$ cat src/rtl/video_timing_gen.sv
// Parametrised raster timing generator on clk_sys with a pixel clock-enable.
// Sync offsets are latched at frame wrap so image shifts never glitch.
module video_timing_gen #(
  parameter int H_TOTAL    = 384,
  parameter int H_ACT_BEG  = 24,
  parameter int H_ACT_END  = 280,
  parameter int H_SYNC_BEG = 304,
  parameter int H_SYNC_LEN = 32,
  parameter int V_TOTAL    = 263,
  parameter int V_ACT_BEG  = 16,
  parameter int V_ACT_END  = 240,
  parameter int V_SYNC_BEG = 244,
  parameter int V_SYNC_LEN = 6,
  parameter int HOFFS_W    = 5,
  parameter int VOFFS_W    = 3,
  parameter int H_STEP     = 2,
  parameter int V_STEP     = 1,
  parameter int SYNC_POL   = 0,
  parameter int RGB_W      = 12
) (
  input  logic                      clk_sys,
  input  logic                      reset,
  input  logic                      ce_pix,
  input  logic signed [HOFFS_W-1:0] hoffs,
  input  logic signed [VOFFS_W-1:0] voffs,
  input  logic [RGB_W-1:0]          iRGB,
  output logic [8:0]                hpos,
  output logic [8:0]                vpos,
  output logic                      hblank,
  output logic                      vblank,
  output logic                      hsync,
  output logic                      vsync,
  output logic                      de,
  output logic [RGB_W-1:0]          oRGB,
  output logic                      line_start,
  output logic                      frame_start
);

  localparam int HW = $clog2(H_TOTAL);
  localparam int VW = $clog2(V_TOTAL);

  if (H_ACT_END > H_TOTAL || V_ACT_END > V_TOTAL ||
      H_SYNC_LEN >= H_TOTAL || V_SYNC_LEN >= V_TOTAL) begin : g_geom_err
    $error("video_timing_gen: illegal geometry");
  end

  logic [HW-1:0]             r_hcnt;
  logic [VW-1:0]             r_vcnt;
  logic signed [HOFFS_W-1:0] r_hoffs;
  logic signed [VOFFS_W-1:0] r_voffs;
  logic                      r_hblank, r_vblank, r_de;
  logic                      r_hs, r_vs, r_ls, r_fs;
  logic [RGB_W-1:0]          r_rgb;

  int   w_hc, w_vc, w_hs_beg, w_vs_beg, w_hd, w_vd;
  logic w_hlast, w_vlast, w_hact, w_vact, w_hs, w_vs;

  always_comb begin
    w_hc     = int'(r_hcnt);
    w_vc     = int'(r_vcnt);
    w_hs_beg = H_SYNC_BEG + int'(r_hoffs) * H_STEP;
    w_vs_beg = V_SYNC_BEG + int'(r_voffs) * V_STEP;
    if (w_hs_beg < 0)             w_hs_beg = w_hs_beg + H_TOTAL;
    else if (w_hs_beg >= H_TOTAL) w_hs_beg = w_hs_beg - H_TOTAL;
    if (w_vs_beg < 0)             w_vs_beg = w_vs_beg + V_TOTAL;
    else if (w_vs_beg >= V_TOTAL) w_vs_beg = w_vs_beg - V_TOTAL;
    // distance past sync start, folded so windows may straddle the wrap
    w_hd = w_hc - w_hs_beg;
    if (w_hd < 0) w_hd = w_hd + H_TOTAL;
    w_vd = w_vc - w_vs_beg;
    if (w_vd < 0) w_vd = w_vd + V_TOTAL;
    w_hs    = w_hd < H_SYNC_LEN;
    w_vs    = w_vd < V_SYNC_LEN;
    w_hact  = (w_hc >= H_ACT_BEG) && (w_hc < H_ACT_END);
    w_vact  = (w_vc >= V_ACT_BEG) && (w_vc < V_ACT_END);
    w_hlast = r_hcnt == HW'(H_TOTAL - 1);
    w_vlast = r_vcnt == VW'(V_TOTAL - 1);
  end

  always_ff @(posedge clk_sys or posedge reset) begin
    if (reset) begin
      r_hcnt   <= '0;
      r_vcnt   <= '0;
      r_hoffs  <= '0;
      r_voffs  <= '0;
      r_hblank <= 1'b1;
      r_vblank <= 1'b1;
      r_de     <= 1'b0;
      r_rgb    <= '0;
      r_hs     <= 1'b0;
      r_vs     <= 1'b0;
      r_ls     <= 1'b0;
      r_fs     <= 1'b0;
    end else if (ce_pix) begin
      r_hcnt <= w_hlast ? '0 : r_hcnt + 1'b1;
      if (w_hlast) r_vcnt <= w_vlast ? '0 : r_vcnt + 1'b1;
      if (w_hlast && w_vlast) begin
        r_hoffs <= hoffs;
        r_voffs <= voffs;
      end
      r_hblank <= ~w_hact;
      r_vblank <= ~w_vact;
      r_de     <= w_hact & w_vact;
      r_rgb    <= (w_hact & w_vact) ? iRGB : '0;
      r_hs     <= w_hs;
      if (r_hcnt == '0) r_vs <= w_vs;
      r_ls     <= w_hlast;
      r_fs     <= w_hlast & w_vlast;
    end else begin
      r_ls <= 1'b0;
      r_fs <= 1'b0;
    end
  end

  assign hpos        = 9'(w_hc - H_ACT_BEG);
  assign vpos        = 9'(w_vc - V_ACT_BEG);
  assign hblank      = r_hblank;
  assign vblank      = r_vblank;
  assign de          = r_de;
  assign oRGB        = r_rgb;
  assign hsync       = (SYNC_POL != 0) ? r_hs : ~r_hs;
  assign vsync       = (SYNC_POL != 0) ? r_vs : ~r_vs;
  assign line_start  = r_ls;
  assign frame_start = r_fs;

endmodule
$ cat config.mk
export PLATFORM = sky130hd
export DESIGN_NAME = video_timing_gen
export DESIGN_NICKNAME = d
export VERILOG_FILES = /design/src/rtl/video_timing_gen.sv
export SDC_FILE = /design/constraint.sdc
export NUM_CORES = 1
export LEC_CHECK = 0
export CAP_MARGIN = 20
export CORE_MARGIN = 3
export CORE_UTILIZATION = 57
export CTS_CLUSTER_DIAMETER = 200
export DETAILED_ROUTE_END_ITERATION = 7
export GPL_TIMING_DRIVEN = 0
export PLACE_DENSITY = 0.84
export SLEW_MARGIN = 40
export SYNTH_ARGS = -nofsm -noshare
export SYNTH_HDL_FRONTEND = slang
export SYNTH_SLANG_ARGS = --single-unit
$ cat constraint.sdc
create_clock -name clk_sys -period 4.8 [get_ports clk_sys]
set_clock_uncertainty 0.05 [all_clocks]
set_input_delay 1.2 -clock clk_sys [delete_from_list [all_inputs] [get_ports clk_sys]]
set_output_delay 1.2 -clock clk_sys [all_outputs]
set_load 0.01 [all_outputs]
==> key figures <==
Placed design
  – DPL Wire Length: 5.64 mm
  – GP Congestion: 0.875
  – Port buffer count: 58

Synthesis
  – Post-Synthesis Cells: 323
  – Seq/Total Area, Yosys: 0.365
  – YS warnings: 0
  – Syn_area_per_cell: 9.58 sq um
  – Synth Area in XOR/XNOR: 0.0861
  – Synth Flop Type: dfrtp_1
  – Synth Area in Compound Gates: 0.169
  – Number of synthesized register bits: 45
  – Synth Area in Adders: 0.110
  – Syn Nets: 372
  – Synthesized cell area: 3090 sq um
  – EDFF count, synth: 0
  – Yosys cell types: 62
  – Largest family of logic cells by synthesized area: compound AO/OA/AOI/OAI gates
  – Simple-gate share of the synthesized area: 0.164
  – Mux cell area share after synthesis: 0.0210
  – FFs w/ async S/R, synth: 1.00

Status
  – Status: completed

Worst setup path
  – Slowest Stage Delay on Critical Path: 0.56 ns
  – Setup crit start kind: register
  – Crit-path slowest cell: clkdlybuf4s50_1
  – Worst Path Max Fanout: 9
  – CP Cell Sequence: inv_2, ha_1, nor3b_1, xnor2_1, clkdlybuf4s50_1
  – Worst path arrival time: 2.23 ns
  – Worst Setup End Kind: primary output
  – Setup CP Type: register to primary output
  – CP Data Required Time: 3.55 ns

Floorplan
  – Die height: 79.7 um
  – Num ports: 60
  – Die X: 79.7 um
  – Core footprint: 5170 sq um
  – Rows: 26
  – DIE AREA: 6350 sq um
  – Initial Utilization: 0.598

Clock tree
  – Clk sinks: 45
  – CTS max path bufs: 2
  – Root Buffer: clkbuf_8
  – Setup bufs post-CTS: 0
  – H-tree depth: 2
  – TritonCTS buffer count: 5
  – CTS Hold Bufs: 0
  – Worst-Skew Late Latency: 0.30 ns
  – CTS tree: built
  – Reg clk slew, reported paths: 0.09 ns
  – Cts repair resizes: 0

Finish
  – Share of cells above drive strength 1: 0.118
  – Most common cell after layout, fill and taps aside: clkdlybuf4s50_1
  – # diodes: 0
  – Filler instances: 373
  – Area Growth Syn to Fin: 25.4%
  – Most frequent cells in the layout: clkdlybuf4s50_1, dfrtp_1, inv_1, nand2_1, ha_1
  – Register area: 1130 sq um
  – Nets: 438
  – Multi-input gate area: 1700 sq um

Timing
  – Final worst path period share: 0.725
  – Final Hold Vio Count: 0
  – Setup TNS: 0 ns
  – Headroom to the max-slew limit: 0.658
  – Pins Over Slew Limit: 0
  – RSZ-0062 raised after global routing: no
  – Final setup violation count: 0
  – Worst Tran Pin Value: 0.513 ns
  – Fin crit period: 3.48 ns
  – Fmax: 287 MHz

GRT
  – GRT Total Usage: 0.246
  – Initial antenna violation count: 0
  – Largest net degree at the start of global routing: 41
  – Vias in the first global route: 2581
  – Global-route wire length before repair: 12.4 mm
  – Grt total ovfl: 0

Detailed routing
  – Drt first pass iters: 4
  – Via density: 5.66
  – Initial DRC Count: 121
  – # DRC: 0
  – DRT antenna net count: 0
  – Routed vias: 2604
  – Post-Route WL: 7.35 mm
  – Routed wire length per instance: 16.0 um

Pwr
  – Leak: 1.72 nW
  – Max VDD drop: 328 uV
  – Total power: 1.45 mW
  – Pwr dens: 373 nW/um^2

Job
  – Maxcap violations: 0

Worst hold path
  – Min-delay worst type: register to register
## Yosys cell counts, types with 3 or more instances
| cell type | instances | area, sq um |
|---|---|---|
| o21ai_1 | 3 | 15.0 |
| a22o_1 | 13 | 114 |
| xor2_1 | 9 | 78.8 |
| nor2_1 | 19 | 71.3 |
| dfrtp_1 | 43 | 1080 |
| nand3_1 | 14 | 70.1 |
| ha_1 | 24 | 300 |
| o21ai_0 | 19 | 95.1 |
| xnor2_1 | 12 | 105 |
| nor3_1 | 7 | 35.0 |
| and3_1 | 3 | 18.8 |
| a21oi_1 | 8 | 40.0 |
| buf_4 | 7 | 52.6 |
| o31ai_1 | 3 | 22.5 |
| inv_1 | 28 | 105 |
| nand2_1 | 27 | 101 |
| nand2b_1 | 3 | 18.8 |
| and2_1 | 3 | 18.8 |
| o211ai_1 | 3 | 22.5 |
| a21o_1 | 5 | 37.5 |
| buf_6 | 4 | 45.0 |
| nand4_1 | 4 | 25.0 |
| mux2_2 | 3 | 33.8 |
| clkbuf_1 | 8 | 30.0 |
| nor4_1 | 4 | 25.0 |
## logic make-up after synthesis
family / after synthesis
DFF: 45
buffers and inverters: 52
AOI/OAI and AO/OA: 73
muxes: 6
xor gates and xnor gates: 25
adders and majority gates: 26
and+or+nand+nor: 96
## per-stage QoR
step	hold WS, ns	instance area [sq um]	setup WS [ns]	util	instances
4_1_cts	0.452	3880	1.30	0.750	460
5_1_grt	0.466	3880	1.12	0.750	460
3_3_place_gp	0.413	3760	1.52	0.727	451
3_5_place_dp	0.434	3780	1.40	0.732	452
6_report	0.452	3880	1.32	0.750	460
2_1_floorplan	0.432	3090	1.80	-	323
## registers in the layout (all words and copies together), names as in the netlist, 3 cells and up
signal	flops
r_hcnt	9
oRGB	12
r_hoffs	5
r_vcnt	9
r_voffs	3
## worst max-delay path: cells and delay by family (launching register included)
kind | cells | cell delay, ns
buf+inv | 2 | 0.73
flops | 1 | 0.50
simple gates | 1 | 0.35
fa+ha+maj | 1 | 0.20
xor+xnor | 1 | 0.16
## report_power, final
group	switching, mW	internal (mW)	leakage, nW	total [mW]
combinational	0.298	0.368	1.11	0.666
sequential	0.0725	0.461	0.565	0.533
clock	0.143	0.105	0.0447	0.248
## path summary, 6_finish.rpt
path	depth (start not counted)	endpoint	start	slack, ns
max	5	vpos[8]	r_vcnt[4]	1.32
min	2	hblank	hblank	0.45
max reg2reg	15	r_vs	r_vcnt[0]	1.36
min reg2reg	2	hblank	hblank	0.45
max in group asynchronous	3	hblank	reset	3.16
min in group asynchronous	2	r_voffs[0]	reset	1.07
## routing by layer
metal  vias to the layer above  part of all wire  track usage
met5                         -                 0            0
met2                        89              0.50        0.407
met4                         0            0.0083       0.0550
li1                       1251                 -            -
met3                        10             0.058       0.0451
met1                      1254              0.44        0.335
## cell type report
cell class                 count  share of cell area
multi-input combinational    226               0.439
sequential                    45               0.291
timing repair buffer          59               0.155
buffer                        22              0.0387
inverter                      30              0.0297
tap                           70              0.0226
clock buffer                   5              0.0177
clock inverter                 3             0.00645
Note: power is estimated with default switching activity, not from simulation.
